==> src/rtl/dma_mc_ctrl.sv <==
`default_nettype none
// ============================================================================
// Module      : dma_mc_ctrl
// Description : Multi-channel DMA engine. NUM_CH channels share one memory
//               master port through round-robin arbitration, each bus tenure
//               bounded to BURST_LEN words. Per-channel fixed or incrementing
//               source/destination addressing.
// Revision    : 1.0 - initial release
// ============================================================================
module dma_mc_ctrl #(
    parameter int NUM_CH    = 4,
    parameter int ADDR_W    = 32,
    parameter int DATA_W    = 32,
    parameter int SIZE_W    = 16,
    parameter int BURST_LEN = 4
) (
    input  logic                       clk,
    input  logic                       reset,
    input  logic [NUM_CH-1:0]          ch_start,
    input  logic [NUM_CH*ADDR_W-1:0]   ch_src,
    input  logic [NUM_CH*ADDR_W-1:0]   ch_dst,
    input  logic [NUM_CH*SIZE_W-1:0]   ch_size,
    input  logic [NUM_CH-1:0]          ch_src_inc,
    input  logic [NUM_CH-1:0]          ch_dst_inc,
    output logic [NUM_CH-1:0]          ch_busy,
    output logic [NUM_CH-1:0]          ch_done,
    output logic                       bus_request,
    input  logic                       bus_grant,
    output logic [ADDR_W-1:0]          addr_out,
    output logic [DATA_W-1:0]          data_out,
    input  logic [DATA_W-1:0]          data_in,
    output logic                       mem_read,
    output logic                       mem_write,
    input  logic                       mem_ready
);

    localparam int c_CH_W  = (NUM_CH > 1) ? $clog2(NUM_CH) : 1;
    localparam int c_TEN_W = $clog2(BURST_LEN + 1);
    localparam logic [ADDR_W-1:0] c_STEP = ADDR_W'(DATA_W / 8);

    typedef enum logic [2:0] {
        S_IDLE  = 3'd0,
        S_ARB   = 3'd1,
        S_REQ   = 3'd2,
        S_READ  = 3'd3,
        S_WRITE = 3'd4,
        S_NEXT  = 3'd5,
        S_REL   = 3'd6,
        S_DONE  = 3'd7
    } state_t;

    state_t              r_state;
    logic [c_CH_W-1:0]   r_rr;
    logic [c_CH_W-1:0]   r_ch;
    logic [c_TEN_W-1:0]  r_tenure;
    logic [NUM_CH-1:0]   r_busy;
    logic [NUM_CH-1:0]   r_done;
    logic [NUM_CH-1:0]   r_src_inc;
    logic [NUM_CH-1:0]   r_dst_inc;
    logic [ADDR_W-1:0]   r_src [NUM_CH];
    logic [ADDR_W-1:0]   r_dst [NUM_CH];
    logic [SIZE_W-1:0]   r_rem [NUM_CH];
    logic                r_bus_req;
    logic                r_mem_read;
    logic                r_mem_write;
    logic [ADDR_W-1:0]   r_addr;
    logic [DATA_W-1:0]   r_data;

    logic [c_CH_W-1:0]   w_pick;
    int                  w_idx;
    logic [SIZE_W-1:0]   w_rem_dec;
    logic [ADDR_W-1:0]   w_src_nxt;
    logic [ADDR_W-1:0]   w_dst_nxt;
    logic [c_TEN_W-1:0]  w_ten_nxt;
    logic [c_CH_W-1:0]   w_rr_nxt;

    assign ch_busy     = r_busy;
    assign ch_done     = r_done;
    assign bus_request = r_bus_req;
    assign mem_read    = r_mem_read;
    assign mem_write   = r_mem_write;
    assign addr_out    = r_addr;
    assign data_out    = r_data;

    // Round-robin pick: first busy channel at or after the RR pointer.
    // Scanning downward lets the smallest offset overwrite the others.
    always_comb begin
        w_pick = r_rr;
        w_idx  = 0;
        for (int k = NUM_CH - 1; k >= 0; k--) begin
            w_idx = (int'(r_rr) + k) % NUM_CH;
            if (r_busy[c_CH_W'(w_idx)]) begin
                w_pick = c_CH_W'(w_idx);
            end
        end
    end

    // Per-word progress of the channel currently owning the bus.
    always_comb begin
        w_rem_dec = r_rem[r_ch] - SIZE_W'(1);
        w_src_nxt = r_src[r_ch] + (r_src_inc[r_ch] ? c_STEP : '0);
        w_dst_nxt = r_dst[r_ch] + (r_dst_inc[r_ch] ? c_STEP : '0);
        w_ten_nxt = r_tenure + c_TEN_W'(1);
        w_rr_nxt  = (r_ch == c_CH_W'(NUM_CH - 1)) ? '0 : r_ch + c_CH_W'(1);
    end

    // Channel registers, arbitration/transfer FSM and all registered outputs.
    always_ff @(posedge clk or posedge reset) begin
        if (reset) begin
            r_state     <= S_IDLE;
            r_rr        <= '0;
            r_ch        <= '0;
            r_tenure    <= '0;
            r_busy      <= '0;
            r_done      <= '0;
            r_src_inc   <= '0;
            r_dst_inc   <= '0;
            r_bus_req   <= 1'b0;
            r_mem_read  <= 1'b0;
            r_mem_write <= 1'b0;
            r_addr      <= '0;
            r_data      <= '0;
            for (int i = 0; i < NUM_CH; i++) begin
                r_src[i] <= '0;
                r_dst[i] <= '0;
                r_rem[i] <= '0;
            end
        end else begin
            r_done <= '0;

            // Accept starts only on idle channels; a zero-length job just
            // reports completion without ever becoming busy.
            for (int i = 0; i < NUM_CH; i++) begin
                if (ch_start[i] && !r_busy[i]) begin
                    if (ch_size[i*SIZE_W +: SIZE_W] == '0) begin
                        r_done[i] <= 1'b1;
                    end else begin
                        r_busy[i]    <= 1'b1;
                        r_src[i]     <= ch_src[i*ADDR_W +: ADDR_W];
                        r_dst[i]     <= ch_dst[i*ADDR_W +: ADDR_W];
                        r_rem[i]     <= ch_size[i*SIZE_W +: SIZE_W];
                        r_src_inc[i] <= ch_src_inc[i];
                        r_dst_inc[i] <= ch_dst_inc[i];
                    end
                end
            end

            case (r_state)
                S_IDLE: begin
                    if (|r_busy) begin
                        r_state <= S_ARB;
                    end
                end
                S_ARB: begin
                    r_ch      <= w_pick;
                    r_tenure  <= '0;
                    r_bus_req <= 1'b1;
                    r_state   <= S_REQ;
                end
                S_REQ: begin
                    if (bus_grant) begin
                        r_mem_read <= 1'b1;
                        r_addr     <= r_src[r_ch];
                        r_state    <= S_READ;
                    end
                end
                S_READ: begin
                    if (mem_ready) begin
                        r_data      <= data_in;
                        r_mem_read  <= 1'b0;
                        r_mem_write <= 1'b1;
                        r_addr      <= r_dst[r_ch];
                        r_state     <= S_WRITE;
                    end
                end
                S_WRITE: begin
                    if (mem_ready) begin
                        r_mem_write <= 1'b0;
                        r_state     <= S_NEXT;
                    end
                end
                S_NEXT: begin
                    r_rem[r_ch] <= w_rem_dec;
                    r_src[r_ch] <= w_src_nxt;
                    r_dst[r_ch] <= w_dst_nxt;
                    r_tenure    <= w_ten_nxt;
                    if (w_rem_dec == '0) begin
                        r_bus_req <= 1'b0;
                        r_state   <= S_DONE;
                    end else if ((w_ten_nxt == c_TEN_W'(BURST_LEN)) || !bus_grant) begin
                        // Tenure exhausted or grant withdrawn: hand the bus back,
                        // progress stays in the channel registers.
                        r_bus_req <= 1'b0;
                        r_state   <= S_REL;
                    end else begin
                        r_mem_read <= 1'b1;
                        r_addr     <= w_src_nxt;
                        r_state    <= S_READ;
                    end
                end
                S_REL: begin
                    r_rr    <= w_rr_nxt;
                    r_state <= S_IDLE;
                end
                S_DONE: begin
                    r_done[r_ch] <= 1'b1;
                    r_busy[r_ch] <= 1'b0;
                    r_rr         <= w_rr_nxt;
                    r_state      <= S_IDLE;
                end
                default: begin
                    r_state <= S_IDLE;
                end
            endcase
        end
    end

endmodule
`default_nettype wire
==> config.mk <==
export PLATFORM = sky130hd
export DESIGN_NAME = dma_mc_ctrl
export DESIGN_NICKNAME = d
export VERILOG_FILES = /design/src/rtl/dma_mc_ctrl.sv
export SDC_FILE = /design/constraint.sdc
export NUM_CORES = 1
export LEC_CHECK = 0
export BUFFER_PORTS_ARGS = -buffer_cell sky130_fd_sc_hd__buf_2
export CAP_MARGIN = 0
export CORE_MARGIN = 2
export CORE_UTILIZATION = 43
export DETAILED_ROUTE_END_ITERATION = 8
export MAX_ROUTING_LAYER = met4
export SETUP_SLACK_MARGIN = 0.4
export SLEW_MARGIN = 40
export SYNTH_ARGS = -nofsm -noshare
export SYNTH_HDL_FRONTEND = slang
export SYNTH_SLANG_ARGS = --single-unit
==> constraint.sdc <==
create_clock -name clk -period 35.2 [get_ports clk]
set_input_delay 10.56 -clock clk [delete_from_list [all_inputs] [get_ports clk]]
set_output_delay 10.56 -clock clk [all_outputs]
set_load 0.03 [all_outputs]
==> reports/qor.log, run 1 <==
INFO  timing         final.setup_skew=0.0177ns
INFO  place          detailed_place_hpwl=55.8mm
INFO  cts            holdBufCountCts=0
INFO  floorplanning  io_pins=443
INFO  finish         final_layout_size_suffix_gt1_frac=0.356
INFO  timing         fin_tns_setup=0ns
INFO  worst_setup_path number_of_stages_on_the_worst_setup_path=10
INFO  run            cap_viol_max_count=0
INFO  worst_setup_path critPathCaptureType=flop
INFO  synthesis      synth.yosys.warnings=0
INFO  floorplanning  starting_density_of_the_core=0.436
INFO  grt            grt_antenna_before_repair=16
INFO  grt            globalRouteOverflowTotal=0
INFO  synthesis      async_flop_share=1.00
INFO  place          port_buffers=442
INFO  synthesis      synth_area_per_cell=10.7um2
INFO  cts            cts_post_setup_buffers_inserted=0
INFO  finish         most-common-layout-cells=buf_2, dfrtp_1, nand2_1
INFO  synthesis      synth-seq-cells=413
INFO  timing         post-route-period-util=0.367
INFO  cts            numClockSinks=413
INFO  timing         report.final.hold_viol_count=0
INFO  route          drt_first_pass_iters=5
INFO  synthesis      synth.cell_area=0.0230mm2
INFO  worst_setup_path critical_path_peak_fanout=26
INFO  synthesis      number_of_instances_in_the_synthesized_netlist=2155
INFO  worst_setup_path critical-path-top-delay-family=buffers and inverters
INFO  synthesis      netlist.area_leader.share=0.449
INFO  worst_setup_path crit_path_start_kind=input port
INFO  floorplanning  placement_rows=84
INFO  timing         setup-violations-final=0
INFO  finish         multi_input_area=0.0121mm2
INFO  min_path       holdPathStages=1
INFO  finish         fillers=4794
INFO  finish         layout.nets=2899
INFO  worst_setup_path critical_path.most_common_cell=buf_4
INFO  synthesis      yosysUniqueCellTypes=61
INFO  timing         rsz0062_at_grt=false
INFO  synthesis      postSynthNetCount=2535
INFO  route          vias_per_cell=5.84
INFO  timing         fmax=0.0774GHz
INFO  timing         worst-slew-pin-transition=0.850ns
INFO  worst_setup_path criticalPathCategory=input port to flop
INFO  route          postRouteAntennaNets=0
INFO  grt            grt_pass1_wl=120mm
INFO  route          drt_iter0_drc=1371
INFO  floorplanning  die_w=235um
INFO  floorplanning  fp.dieH=235um
INFO  route          drt_drc_violations_left=0
INFO  finish         mostFrequentLayoutCell=buf_2
INFO  power          p_leak=11.7nW
INFO  grt            grt_pass1_vias=19000
INFO  cts            cts_made_buffers=48
INFO  finish         final-seq-area=0.0103mm2
INFO  status         run_status=finished clean
INFO  route          via_count=19000
INFO  grt            grt_start_max_net_pins=105
INFO  worst_setup_path crit_path_max_incr_delay=0.69ns
INFO  finish         area.growth.synth_to_final=19.4%
INFO  place          place.gp.congestion=0.924
INFO  synthesis      synth.top_cells.by_area=dfrtp_1, mux2_2, mux4_2
INFO  min_path       min_path_type=flop to flop
INFO  floorplanning  floorplan.die_area=0.0554mm2
INFO  synthesis      yosysSeqAreaShare=0.449
INFO  synthesis      synth-edff-count=0
INFO  timing         maxSlewViolCount=0
INFO  cts            cts_max_level=2
INFO  worst_setup_path timing.critical_path.slowest_stage_cell=nor2b_4
INFO  worst_setup_path timing.critical_path.cells=buf_2 > nor4_1 > nand4_1 > nor2b_4 > buf_4 > buf_4 > buf_12 > mux2_2 > nand2_1 > o21ai_0
INFO  cts            cts_tree=done
INFO  worst_setup_path worstPathArrival=13.36ns
INFO  floorplanning  core_area=0.0528mm2
INFO  cts            post_cts_resize_count=0
INFO  timing         normalized_max_slew_margin=0.434
INFO  power          cellPowerDensity=102mW/mm2
INFO  worst_setup_path cp.buffers_inverters=4
INFO  synthesis      cell_accounting_for_the_most_synthesized_area=dfrtp_1
INFO  cts            clk_pin_slew_worst_paths=0.06ns
INFO  route          routed_wl=80.1mm
INFO  finish         final_area=0.0275mm2
INFO  timing         min_period=12.92ns
INFO  worst_setup_path r2r.worst_path.cells=9
INFO  synthesis      most_used_flip_flop_cell_after_synthesis=dfrtp_1
INFO  place          postPlaceCellArea=0.0258mm2
INFO  cts            worstSkewPairLatency=0.59ns
INFO  cts            clk_path_buf_depth=3
INFO  route          routed_wire_length_per_instance=24.6um
INFO  grt            grt_use_total=0.294
INFO  power          irDropWorstVdd=57.3uV
INFO  worst_setup_path worstPathRequired=35.64ns
INFO  cts            root_buffer=clkbuf_16
==> synthesized netlist by cell type (7+ instances only) <==
master       n
xor2_1      39
clkbuf_1   115
a21oi_1    132
mux4_2      82
nand2_1    267
nand3_1     31
buf_2       11
nor3_1      15
nand4_1     17
ha_1        12
nor4_1      31
nor2_1     146
a2bb2oi_1   10
nor2b_1      7
mux2_2     249
and3_1      11
buf_1       18
o21ai_0    230
xnor2_1     32
dfrtp_1    413
or4_1        7
mux2_4      19
nand2b_1     8
or3_1        7
mux2i_1    122
inv_1       15
==> where the power goes <==
group          switching (W)  internal (W)  total (W)
combinational       0.000817      0.000602    0.00142
clock               0.000203      0.000305   0.000508
sequential          0.000166      0.000716   0.000882
total                0.00119       0.00162    0.00281
==> through the flow <==
step	utilization	worst slack, ns	hold slack, ns	std cells	power [W]
after floorplan	-	13.15	0.475	2155	0.00186
after global placement	0.487	21.66	0.475	3154	0.00225
after detailed placement	0.490	21.68	0.485	3157	0.00229
after CTS	0.520	22.29	0.498	3242	0.00280
after global routing	0.521	22.15	0.510	3256	0.00297
final	0.521	22.28	0.493	3258	0.00281
==> logic make-up (layout without fill, tap and decap cells) <==
kind of cell / Yosys count / in the layout / synth area share
AOI/OAI and AO/OA: 440 / 440 / 0.108
xor gates and xnor gates: 71 / 71 / 0.0270
adders and majority gates: 12 / 12 / 0.00652
buffers and inverters: 170 / 569 / 0.0309
DFF: 413 / 413 / 0.449
muxes: 472 / 472 / 0.267
other: 0 / 16 / 0
and+or+nand+nor: 577 / 577 / 0.111
==> final timing paths <==
kind	startpoint	to	slack, ns
max in group asynchronous	reset	addr_out[17]	23.67
hold / removal	mem_read	mem_read	0.49
setup / recovery	ch_size[12]	r_dst[122]	22.28
setup reg to reg	r_ch[0]	bus_request	29.62
min in group asynchronous	reset	data_out[24]	10.09
hold reg to reg	mem_read	mem_read	0.49
==> sequential cells by signal, indices dropped and copies added, names as in the netlist <==
| name | count |
|---|---|
| r_rr | 2 |
| r_rem | 64 |
| bus_request | 1 |
| r_dst_inc | 4 |
| ch_done | 4 |
| r_tenure | 3 |
| mem_read | 1 |
| r_src | 128 |
| mem_write | 1 |
| addr_out | 32 |
| r_state | 3 |
| r_ch | 2 |
| ch_busy | 4 |
| r_dst | 128 |
| data_out | 32 |
| r_src_inc | 4 |
==> layout make-up <==
type,count,area share
diodes,16,0.00146
clock buffers,78,0.0533
clock inverters,7,0.00428
inverters,15,0.00232
multi-input cells,1572,0.439
flip-flops and latches,413,0.376
well taps,688,0.0313
repair buffers,469,0.0918
==> metal layers <==
metal	part of all wire	routed length, um	up-vias	GRT usage
li1	-	-	8554	-
met5	0	0	-	-
met4	0.034	2760	0	0.111
met3	0.067	5370	144	0.0405
met1	0.43	34700	9502	0.398
met2	0.46	37200	824	0.451
Power figures use the tool's default switching activity.
==> inputs of run 2 (changes only) <==
--- a/config.mk
+++ b/config.mk
@@ -11,6 +11,7 @@
 export CORE_UTILIZATION = 43
 export DETAILED_ROUTE_END_ITERATION = 8
 export MAX_ROUTING_LAYER = met4
+export PLACE_DENSITY = 0.67
 export SETUP_SLACK_MARGIN = 0.4
 export SLEW_MARGIN = 40
 export SYNTH_ARGS = -nofsm -noshare
==> constraint.sdc (replaced) <==
create_clock -name clk -period 11.8 [get_ports clk]
set_input_delay 3.54 -clock clk [delete_from_list [all_inputs] [get_ports clk]]
set_output_delay 3.54 -clock clk [all_outputs]
set_load 0.03 [all_outputs]
==> run 2 against run 1 <==
  * Register-to-register slack worse by 23 ns
  * Core utilization is 0.18 points higher
  * Via count is 1.8% higher
  * Global-route usage is 0.36 points lower
  * Cell area is 0.35% higher
  * Final cell count hardly changed
  * Critical endpoint is now r_src[39]
  * Worst hold slack better by 0.0098 ns
==> reports/qor.log, run 2 (same netlist as run 1, synthesis figures left out) <==
INFO  timing         report.final.hold_viol_count=0
INFO  cts            cts_made_buffers=48
INFO  run            cap_viol_max_count=0
INFO  finish         mostFrequentLayoutCell=buf_2
INFO  worst_setup_path critical_path_peak_fanout=56
INFO  worst_setup_path worstPathArrival=6.00ns
INFO  floorplanning  placement_rows=84
INFO  power          irDropWorstVdd=186uV
INFO  worst_setup_path timing.critical_path.slowest_stage_cell=buf_4
INFO  finish         largest_registers=r_dst x128, r_src x128, r_rem x64
INFO  timing         fmax=0.180GHz
INFO  route          drt_drc_violations_left=0
INFO  route          routed_wire_length_per_instance=24.4um
INFO  grt            grt_antenna_before_repair=16
INFO  timing         final.setup_skew=0.0142ns
INFO  worst_setup_path criticalPathCategory=input port to flop
INFO  route          vias_per_cell=5.94
INFO  worst_setup_path worstPathRequired=12.23ns
INFO  place          place.gp.congestion=0.941
INFO  finish         finalNonFillerCells=3260
INFO  route          postRouteAntennaNets=0
INFO  grt            grt_pass1_vias=19300
INFO  cts            numClockSinks=413
INFO  place          port_buffers=442
INFO  place          detailed_place_hpwl=55.6mm
INFO  route          drt_iter0_drc=1621
INFO  timing         setup-violations-final=0
INFO  grt            globalRouteOverflowTotal=0
INFO  cts            holdBufCountCts=0
INFO  floorplanning  die_w=235um
INFO  timing         rsz0062_at_grt=false
INFO  finish         final_layout_size_suffix_gt1_frac=0.358
INFO  timing         maxSlewViolCount=0
INFO  worst_setup_path crit_path_start_kind=input port
INFO  route          routed_wl=79.5mm
INFO  route          via_count=19400
INFO  worst_setup_path crit_path_max_incr_delay=0.61ns
INFO  power          cellPowerDensity=306mW/mm2
INFO  status         run_status=finished clean
INFO  timing         min_period=5.57ns
INFO  worst_setup_path critPathCaptureType=flop
INFO  grt            grt_start_max_net_pins=96
INFO  cts            post_cts_resize_count=0
INFO  power          p_leak=11.8nW
INFO  min_path       min_path_type=flop to flop
INFO  finish         area.growth.synth_to_final=19.8%
INFO  timing         normalized_max_slew_margin=0.424
INFO  cts            root_buffer=clkbuf_16
INFO  finish         most-common-layout-cells=buf_2, dfrtp_1, nand2_1
INFO  cts            cts_tree=done
INFO  grt            grt_use_total=0.290
INFO  floorplanning  io_pins=443
INFO  floorplanning  floorplan.die_area=0.0554mm2
INFO  floorplanning  fp.dieH=235um
INFO  timing         fin_tns_setup=0ns
INFO  place          dp_cells=3158
INFO  floorplanning  starting_density_of_the_core=0.436
INFO  floorplanning  core_area=0.0528mm2
INFO  cts            clk_path_buf_depth=3
INFO  route          drt_first_pass_iters=5
INFO  grt            grt_pass1_wl=119mm
INFO  power          total_power=0.00844W
INFO  cts            worstSkewPairLatency=0.59ns
INFO  worst_setup_path timing.critical_path.cells=buf_2 > nor4_1 > nand4_1 > nor2b_4 > buf_6 > buf_4 > mux2_2 > nand2_1 > o21ai_0
INFO  cts            cts_post_setup_buffers_inserted=0
INFO  cts            cts_max_level=2
INFO  timing         post-route-period-util=0.472
INFO  timing         worst-slew-pin-transition=0.864ns
INFO  cts            clk_pin_slew_worst_paths=0.06ns
INFO  finish         fillers=4720
INFO  finish         layout.nets=2901
-- run 2: cell count changes in the layout (fill, tap and decap cells not counted), moves of 2 or more --
cell,change
diode_2,-2
clkinvlp_4,+2
inv_6,-2
clkinv_2,+3
buf_4,+3
bufinv_16,+3
clkbuf_8,-7
buf_6,-2
-- run 2: layout make-up --
class                   instances  area [um2]  share of cell area
inverters                      15        60.1             0.00218
repair buffers                471        2560              0.0927
multi-input cells            1572       12100               0.438
clock buffers                  73        1410              0.0510
flip-flops and latches        413       10300               0.375
diodes                         14        35.0             0.00127
well taps                     688         861              0.0312
clock inverters                14         240             0.00871
-- run 2: stage by stage --
stage,util,hold slack (ns),instance area [um2],worst slack [ns]
3_5_place_dp,0.490,0.489,25900,5.75
4_1_cts,0.521,0.505,27500,6.39
5_1_grt,0.523,0.512,27600,6.21
3_3_place_gp,0.488,0.484,25700,5.54
6_report,0.523,0.503,27600,6.23
2_1_floorplan,-,0.475,23000,2.69
-- run 2: worst max-delay path, delay by kind of cell --
family                 cells  cell delay, ns
muxes                      1            0.40
buffers and inverters      3            1.28
and+or+nand+nor            4            0.50
AOI/OAI and AO/OA          1            0.10
-- run 2: final timing paths --
kind,from,slack [ns],endpoint,depth (start not counted)
worst max-delay path,ch_size[34],6.23,r_src[39],9
worst min-delay path,data_out[6],0.50,data_out[6],1
worst max register to register,r_ch[0],6.54,addr_out[11],8
worst min register to register,data_out[6],0.50,data_out[6],1
max in group asynchronous,reset,7.28,r_dst[36],5
min in group asynchronous,reset,3.16,r_state[0],3
-- run 2: routing by layer --
metal	up-vias	GRT usage	wire length [um]
li1	8562	-	-
met3	159	0.0504	6250
met2	974	0.450	37600
met5	-	-	0
met4	0	0.117	2780
met1	9680	0.379	32900
-- run 2: report_power, final --
part | internal [W] | switching, W
sequential | 0.00214 | 0.000489
clock | 0.000954 | 0.000612
combinational | 0.00180 | 0.00245
==> inputs of run 3 (changes only) <==
--- a/config.mk
+++ b/config.mk
@@ -11,7 +11,6 @@
 export CORE_UTILIZATION = 43
 export DETAILED_ROUTE_END_ITERATION = 8
 export MAX_ROUTING_LAYER = met4
-export PLACE_DENSITY = 0.67
 export SETUP_SLACK_MARGIN = 0.4
 export SLEW_MARGIN = 40
 export SYNTH_ARGS = -nofsm -noshare
==> constraint.sdc (replaced) <==
create_clock -name clk -period 5.8 [get_ports clk]
set_input_delay 1.74 -clock clk [delete_from_list [all_inputs] [get_ports clk]]
set_output_delay 1.74 -clock clk [all_outputs]
set_load 0.03 [all_outputs]
==> run 3 against run 2 <==
  * Final cell count is 0.12% higher
  * Global-route usage rose by 0.28 points
  * Critical endpoint is now bus_request
  * Wire length grew 0.36%
  * Worst hold slack barely moved
  * Non-clock buffer count up 3
  * Register-to-register slack lost 5.2 ns
  * Sequential cell count unchanged
  * Highest routed layer unchanged
==> reports/qor.log, run 3 (same netlist as run 1, synthesis figures left out) <==
INFO  finish         final_layout_size_suffix_gt1_frac=0.361
INFO  finish         most-common-layout-cells=buf_2, dfrtp_1, nand2_1
INFO  finish         area.growth.synth_to_final=20.1%
INFO  floorplanning  floorplan.die_area=0.0554mm2
INFO  route          routed_wl=79.8mm
INFO  route          routed_wire_length_per_instance=24.4um
INFO  timing         rsz0062_at_grt=false
INFO  cts            clk_path_buf_depth=3
INFO  timing         setup-violations-final=0
INFO  grt            grt_use_total=0.293
INFO  worst_setup_path worstPathRequired=6.28ns
INFO  worst_setup_path crit_path_start_kind=flop
INFO  finish         layout.nets=2905
INFO  finish         multi_input_area=0.0121mm2
INFO  floorplanning  io_pins=443
INFO  cts            cts_tree=done
INFO  grt            globalRouteOverflowTotal=0
INFO  worst_setup_path critPathCaptureType=flop
INFO  timing         final_critical_path_setup_slack=1.31ns
INFO  floorplanning  starting_density_of_the_core=0.436
INFO  place          place.gp.congestion=0.912
INFO  cts            post_cts_resize_count=0
INFO  timing         final.setup_skew=0.0203ns
INFO  cts            worstSkewPairLatency=0.60ns
INFO  finish         mostFrequentLayoutCell=buf_2
INFO  route          drt_iter0_drc=1568
INFO  route          drt_drc_violations_left=0
INFO  grt            grt_start_max_net_pins=126
INFO  finish         fillers=4766
INFO  worst_setup_path criticalPathCategory=flop to flop
INFO  grt            grt_pass1_vias=19200
INFO  place          pre_cts_ws=1.28ns
INFO  grt            grt_antenna_before_repair=15
INFO  route          vias_per_cell=5.84
INFO  worst_setup_path critical_path_peak_fanout=23
INFO  floorplanning  die_w=235um
INFO  timing         worst-slew-pin-transition=0.809ns
INFO  floorplanning  fp.dieH=235um
INFO  timing         fmax=0.223GHz
INFO  cts            cts_post_setup_buffers_inserted=0
INFO  cts            cts_made_buffers=49
INFO  cts            clk_pin_slew_worst_paths=0.06ns
INFO  route          via_count=19100
INFO  grt            grt_pass1_wl=120mm
INFO  route          drt_first_pass_iters=5
INFO  place          detailed_place_hpwl=55.6mm
INFO  cts            holdBufCountCts=0
INFO  worst_setup_path worstPathArrival=4.96ns
INFO  floorplanning  placement_rows=84
INFO  status         run_status=finished clean
INFO  finish         final_util=0.524
INFO  cts            numClockSinks=413
INFO  power          cellPowerDensity=620mW/mm2
INFO  cts            root_buffer=clkbuf_16
INFO  timing         min_period=4.49ns
INFO  timing         post-route-period-util=0.773
INFO  cts            cts_max_level=2
INFO  power          irDropWorstVdd=365uV
INFO  finish         final-seq-area=0.0103mm2
INFO  min_path       min_path_type=flop to flop
INFO  route          postRouteAntennaNets=0
INFO  timing         maxSlewViolCount=0
INFO  power          p_leak=11.8nW
INFO  timing         report.final.hold_viol_count=0
INFO  run            cap_viol_max_count=0
INFO  finish         largest_registers=r_dst x128, r_src x128, r_rem x64
INFO  place          port_buffers=442
INFO  timing         normalized_max_slew_margin=0.456
INFO  floorplanning  core_area=0.0528mm2
==> run 3: cell count changes in the layout (fill, tap and decap cells not counted), sizes merged <==
cell,change
buf,+3
bufinv,-3
clkbuf,+3
clkinv,+2
clkinvlp,-1
==> run 3: worst paths after layout <==
kind | startpoint | end | slack (ns) | cells after the start
worst max-delay path | r_ch[0] | bus_request | 1.31 | 8
worst min-delay path | mem_read | mem_read | 0.50 | 1
worst max register to register | r_ch[0] | bus_request | 1.31 | 8
worst min register to register | mem_read | mem_read | 0.50 | 1
max in group asynchronous | reset | data_out[16] | 3.38 | 5
min in group asynchronous | reset | r_src[122] | 1.11 | 2
==> run 3: per-stage QoR <==
| stage | area, um2 | hold WS, ns | TNS [ns] | instances | power, W |
|---|---|---|---|---|---|
| after floorplan | 23000 | 0.475 | -622.64 | 2155 | 0.0113 |
| after global placement | 25900 | 0.473 | 0 | 3160 | 0.0136 |
| after detailed placement | 25900 | 0.489 | 0 | 3161 | 0.0139 |
| after CTS | 27600 | 0.502 | 0 | 3249 | 0.0171 |
| after global routing | 27600 | 0.519 | 0 | 3264 | 0.0182 |
| final | 27600 | 0.503 | 0 | 3264 | 0.0171 |
==> run 3: report_power, final <==
part	switching [W]	total (W)	internal [W]	leakage (nW)
Sequential	0.000963	0.00531	0.00435	4.73
Combinational	0.00495	0.00861	0.00366	6.27
Clock	0.00126	0.00321	0.00195	0.839
Total	0.00718	0.0171	0.00995	11.8
==> run 3: worst max-delay path: stages (launching register included) <==
cell,delay (ns)
dfrtp_4,0.54
buf_4,0.45
mux4_2,0.63
or4_1,0.66
or2_0,0.40
a211o_1,0.34
a221oi_2,0.36
nand3_1,0.61
a21o_1,0.35
==> run 3: metal layers <==
| metal | up-vias | wire (um) | GRT usage |
|---|---|---|---|
| met5 | - | 0 | - |
| met4 | 0 | 3020 | 0.115 |
| met3 | 150 | 5270 | 0.0490 |
| met2 | 768 | 37000 | 0.452 |
| met1 | 9572 | 34500 | 0.387 |
| li1 | 8564 | - | - |
==> run 3: cell type report <==
cell class	instances	share of cell area
diodes	14	0.00127
clock buffers	76	0.0557
clock inverters	12	0.00516
inverters	15	0.00217
multi-input cells	1572	0.437
flip-flops and latches	413	0.374
well taps	688	0.0311
repair buffers	474	0.0940
